**config.mk**
```make
export PLATFORM = sky130hd
export DESIGN_NAME = fifo_demux2
export DESIGN_NICKNAME = d
export VERILOG_FILES = /design/src/rtl/fifo_demux2_pkg.sv /design/src/rtl/fifo_demux2_fifo_stage.sv /design/src/rtl/fifo_demux2.sv
export SDC_FILE = /design/constraint.sdc
export NUM_CORES = 1
export LEC_CHECK = 0
export BUFFER_PORTS_ARGS = -buffer_cell sky130_fd_sc_hd__buf_2
export CORE_ASPECT_RATIO = 1.2
export CORE_MARGIN = 2
export CORE_UTILIZATION = 44
export CTS_BUF_LIST = sky130_fd_sc_hd__clkbuf_4
export DETAILED_ROUTE_END_ITERATION = 10
export PLACE_DENSITY = 0.78
export SETUP_SLACK_MARGIN = 0.2
export SYNTH_ARGS = -nofsm -noshare
export SYNTH_HDL_FRONTEND = slang
export SYNTH_SLANG_ARGS = --single-unit
export TNS_END_PERCENT = 1
```
**constraint.sdc**
```tcl
create_clock -name clk -period 1.5 [get_ports clk]
set_clock_uncertainty 0.2 [all_clocks]
set_input_delay 0.3 -clock clk [delete_from_list [all_inputs] [get_ports clk]]
set_output_delay 0.3 -clock clk [all_outputs]
set_load 0.02 [all_outputs]
```
**src/rtl/fifo_demux2_pkg.sv**
```systemverilog
// Shared types and constants for the fifo_demux2 stream demultiplexer.
// Define FIFO_DEMUX2_PASSTHRU_EN to let a full output stage reload in the cycle it drains.
package fifo_demux2_pkg;

  localparam int unsigned DATA_WIDTH_DEFAULT = 32;

  // Routing encodings carried on the select stream
  localparam logic SEL_X = 1'b0;
  localparam logic SEL_Y = 1'b1;

`ifdef FIFO_DEMUX2_PASSTHRU_EN
  localparam bit PassthruEn = 1'b1;
`else
  localparam bit PassthruEn = 1'b0;
`endif

  typedef enum logic {
    SelEmpty,
    SelHeld
  } sel_state_e;

  typedef enum logic {
    StgEmpty,
    StgFull
  } stg_state_e;

  // A stage may take a new word when empty, or when its word leaves this same cycle
  function automatic logic can_load(input stg_state_e state, input logic ready);
    return (state == StgEmpty) || (PassthruEn && (state == StgFull) && ready);
  endfunction

endpackage

```
**src/rtl/fifo_demux2_fifo_stage.sv**
```systemverilog
// One-entry valid/ready output register used for each demux channel.
module fifo_stage
  import fifo_demux2_pkg::*;
#(
  parameter int unsigned WIDTH = DATA_WIDTH_DEFAULT
) (
  input  logic             clk,
  input  logic             rst,
  input  logic             i_load,
  input  logic [WIDTH-1:0] i_data,
  input  logic             i_ready,
  output logic [WIDTH-1:0] o_data,
  output logic             o_valid,
  output logic             o_can_load
);

  stg_state_e       r_state;
  logic [WIDTH-1:0] r_data;

  // A load wins over a drain, so drain+load keeps the stage full with the new word
  always_ff @(posedge clk or negedge rst) begin
    if (!rst) begin
      r_state <= StgEmpty;
      r_data  <= '0;
    end else if (i_load) begin
      r_state <= StgFull;
      r_data  <= i_data;
    end else if ((r_state == StgFull) && i_ready) begin
      r_state <= StgEmpty;
    end
  end

  assign o_data     = r_data;
  assign o_valid    = (r_state == StgFull);
  assign o_can_load = can_load(r_state, i_ready);

endmodule

```
**src/rtl/fifo_demux2.sv**
```systemverilog
// Stream demux: each word on a goes to x or y as chosen by one held select decision.
// Optional FIFO_DEMUX2_PASSTHRU_EN allows back-to-back loads into a draining channel.
module fifo_demux2
  import fifo_demux2_pkg::*;
#(
  parameter int unsigned WIDTH = DATA_WIDTH_DEFAULT
) (
  input  logic             clk,
  input  logic             rst,
  input  logic [WIDTH-1:0] a,
  input  logic             a_valid,
  output logic             a_ready,
  input  logic             select,
  input  logic             select_valid,
  output logic             select_ready,
  output logic [WIDTH-1:0] x,
  output logic             x_valid,
  input  logic             x_ready,
  output logic [WIDTH-1:0] y,
  output logic             y_valid,
  input  logic             y_ready
);

  sel_state_e r_sel_state;
  logic       r_sel_q;

  logic w_x_can_load;
  logic w_y_can_load;
  logic w_a_fire;
  logic w_x_load;
  logic w_y_load;

  assign select_ready = (r_sel_state == SelEmpty);
  assign a_ready      = (r_sel_state == SelHeld) &&
                        ((r_sel_q == SEL_Y) ? w_y_can_load : w_x_can_load);
  assign w_a_fire     = a_valid && a_ready;
  assign w_x_load     = w_a_fire && (r_sel_q == SEL_X);
  assign w_y_load     = w_a_fire && (r_sel_q == SEL_Y);

  // Each select decision is consumed by exactly one word on a
  always_ff @(posedge clk or negedge rst) begin
    if (!rst) begin
      r_sel_state <= SelEmpty;
      r_sel_q     <= SEL_X;
    end else begin
      unique case (r_sel_state)
        SelEmpty: begin
          if (select_valid) begin
            r_sel_q     <= select;
            r_sel_state <= SelHeld;
          end
        end
        SelHeld: begin
          if (w_a_fire) begin
            r_sel_state <= SelEmpty;
          end
        end
        default: r_sel_state <= SelEmpty;
      endcase
    end
  end

  fifo_stage #(
    .WIDTH(WIDTH)
  ) u_stage_x (
    .clk       (clk),
    .rst       (rst),
    .i_load    (w_x_load),
    .i_data    (a),
    .i_ready   (x_ready),
    .o_data    (x),
    .o_valid   (x_valid),
    .o_can_load(w_x_can_load)
  );

  fifo_stage #(
    .WIDTH(WIDTH)
  ) u_stage_y (
    .clk       (clk),
    .rst       (rst),
    .i_load    (w_y_load),
    .i_data    (a),
    .i_ready   (y_ready),
    .o_data    (y),
    .o_valid   (y_valid),
    .o_can_load(w_y_can_load)
  );

endmodule

```
==> flow_summary.yaml <==
placement:
  dpl.hpwl_mm: 3.990
  worst_case_setup_slack_after_placement_ns: -0.1027
  port_buffers: 106
  globalplace.congestion: 0.7775
sta:
  period_needed_ns: 1.906
  setup_viol: 68
  setup_slack_ns: -0.4061
  setup_total_negative_slack_ns: -7.889
  period_utilization_pct: 127.1
  slew_headroom_pct: 70.22
  report.final.slew_viol_count: 0
  unrepaired_setup_endpoints_after_global_routing: "true"
  tightest_slew_ns: 0.4466
  fmax_ghz: 0.5246
  hold-worst-slack_ns: 0.1215
  hold_viol: 0
worst_hold_path:
  min-delay-path-class: "primary input to register"
  worstHoldStart: "select_valid"
detailed_routing:
  drt_pass1_iterations: 4
  finalWirelength_mm: 7.159
  dr.first_iter.drc_count: 44
  routed_vias: 1928
  detail_route.wl_per_cell_um: 17.81
  vias_per_cell: 4.796
  remaining_drc_errors: 0
  ant_nets: 0
floorplanning:
  design.die.area_um2: 6518
  die_width_um: 74.04
  fp-row-count: 30
  initial_utilization_pct: 45.70
  pin_count: 107
  core_area_um2: 5668
  die_h_um: 88.05
layout:
  ff_latch_area_um2: 1704
  n_fill_cell: 317
  diodes: 0
  fraction_of_final_layout_cells_with_drive_strength_greater_than_1_pct: 65.22
  finalCoreUtilization_pct: 79.27
  area_growth_syn_to_layout_pct: 73.48
  layout.nets: 356
  multi_input_combinational_cell_area_um2: 1027
synth:
  netlist_top_cells_area: "sky130_fd_sc_hd__dfrtp_1 66%, sky130_fd_sc_hd__mux2_2 27%, sky130_fd_sc_hd__buf_6 1.7%, sky130_fd_sc_hd__mux2_4 1.2%, sky130_fd_sc_hd__buf_4 0.58%"
  synth-seq-cells: 68
  post_synth_inst_count: 152
  post-synth-top-area-fraction_pct: 65.70
  netlist_area_um2: 2590
  syn_avg_cell_area_um2: 17.04
  synth-async-reset-ratio_pct: 100.0
  post-synth-top-area-cell: "sky130_fd_sc_hd__dfrtp_1"
  netlist-cell-type-count: 16
  mappedNetlistNets: 191
  yosysWarningCount: 0
  synth_edf_count: 0
  synth_most_common_cell: "sky130_fd_sc_hd__dfrtp_1"
  synth.yosys.seq_area_share_pct: 65.70
  ys_top_cells_by_count: "68 x sky130_fd_sc_hd__dfrtp_1, 63 x sky130_fd_sc_hd__mux2_2, 4 x sky130_fd_sc_hd__buf_6, 3 x sky130_fd_sc_hd__inv_1"
  dominantRegCellSynth: "sky130_fd_sc_hd__dfrtp_1"
global_routing:
  initial_antenna_violation_count: 0
  grt_pass1_wl_mm: 11.01
  gr-total-overflow: 0
  grtUsageTotal_pct: 23.40
  grt_pass1_vias: 2198
  pin_count_of_the_biggest_net_entering_global_routing: 36
setup_path:
  required_time_of_the_critical_path_ns: 1.00
  critical_path.startpoint: "r_sel_q"
  arrival_ns: 1.41
  crit_path_max_fanout: 2
  crit_path_frequent_cell: "sky130_fd_sc_hd__buf_6"
  reg2reg_slack_ns: -0.16
  crit_slowest_cell: "sky130_fd_sc_hd__dfrtp_1"
  regToRegStartpoint: "u_stage_x.o_valid"
  crit_path_start_kind: "register"
  slowest_delay_ns: 0.41
  critical_path.endpoint_type: "output port"
  setup.worst_path.class: "register to output port"
  critical_path.cell_chain: "buf_6 -> mux2i_2 -> and2_1 -> buf_6"
clock_tree:
  clk-insertion-delay-late_ns: 0.42
  cts_tree: "yes"
  clock-root-buffer: "sky130_fd_sc_hd__clkbuf_4"
  clkSlewWorstSetupHoldPaths_ns: 0.10
  cts_made_buffers: 9
  cts-root-to-sink-buffers: 2
  cts_sinks: 68
  cts.htree.levels: 3
power:
  p_leak_nw: 2.248
  post-layout-total-power_mw: 11.03
  power_density_nw_per_um2: 2456
  worst_ir_drop_vdd_mv: 1.535
status:
  failed_checks: "negative setup slack"
  run_status: "complete, but fails checks"
job:
  max_cap_violations: 0
cell type report:
cell class | count | area share [%]
clock buffer | 11 | 1.838
tap | 80 | 2.228
sequential | 68 | 37.93
timing repair buffer | 161 | 32.61
clock inverter | 5 | 2.228
multi-input combinational | 74 | 22.86
inverter | 3 | 0.3063
power breakdown:
| part | internal [mW] | leakage [nW] | switching (mW) | total (mW) |
|---|---|---|---|---|
| clock network | 0.877 | 0.101 | 0.638 | 1.51 |
| logic | 3.49 | 1.34 | 2.49 | 5.98 |
| registers | 2.79 | 0.804 | 0.750 | 3.54 |
kinds of logic (layout without fill, tap and decap cells):
group | after synthesis | after routing | share of synthesized area [%]
DFF | 68 | 68 | 65.70
muxes | 66 | 66 | 28.94
buffers and inverters | 10 | 180 | 2.946
and+or+nand+nor | 5 | 5 | 1.691
AOI/OAI and AO/OA | 3 | 3 | 0.7247
per-stage QoR:
stage	cell area [um2]	instances
after floorplan	2704	152
after global placement	3386	343
after detailed placement	3386	343
after CTS	4385	400
after global routing	4493	402
final	4493	402
what timing repair did:
item / in CTS / in global routing
resized for setup: 127 / 28
setup buffers: 3 / 2
hold buffers: 38 / 0
hold endpoints to repair: 136 / 0
pin swaps: 2 / 2
setup endpoints to repair: 134 / 136
routing by layer:
layer,GRT usage [%],part of all wire [%]
met5,0,0
met3,5.293,4.9
met4,13.06,3.7
met1,24.42,36
met2,42.53,56
worst max-delay path, delay by kind of cell (launching register included):
family                 cells  cell delay (ns)
buffers and inverters      2             0.25
flip-flops                 1             0.41
AND/OR/NAND/NOR            1             0.17
multiplexers               1             0.18
cells in the final DEF, fill, tap and decap left out, drive strengths merged:
| master | netlist | final |
|---|---|---|
| and4bb | 1 | 1 |
| clkinv | 0 | 2 |
| dfrtp | 68 | 68 |
| nor2 | 1 | 1 |
| o21ai | 1 | 1 |
| dlygate4sd3 | 0 | 38 |
| inv | 3 | 3 |
| and2 | 1 | 1 |
| clkbuf | 0 | 11 |
| mux2 | 65 | 65 |
| buf | 7 | 123 |
| nand4b | 1 | 1 |
| mux2i | 1 | 1 |
| a21o | 1 | 1 |
| nor2b | 1 | 1 |
| bufinv | 0 | 3 |
| a31oi | 1 | 1 |
registers in the layout, indices dropped and copies added, names as in the netlist:
| signal | flops |
|---|---|
| u_stage_y.o_valid | 1 |
| u_stage_x.o_valid | 1 |
| r_sel_state | 1 |
| r_sel_q | 1 |
| u_stage_x.o_data | 32 |
| u_stage_y.o_data | 32 |
path summary, 6_finish.rpt:
kind	to	cells past startpoint
min in group asynchronous	u_stage_y.o_data[14]	3
worst max-delay path	a_ready	4
worst max register to register	u_stage_x.o_data[12]	3
worst min-delay path	r_sel_q	3
max in group asynchronous	u_stage_y.o_valid	3
worst min register to register	u_stage_y.o_data[14]	1
(Power assumes the default switching activity.)
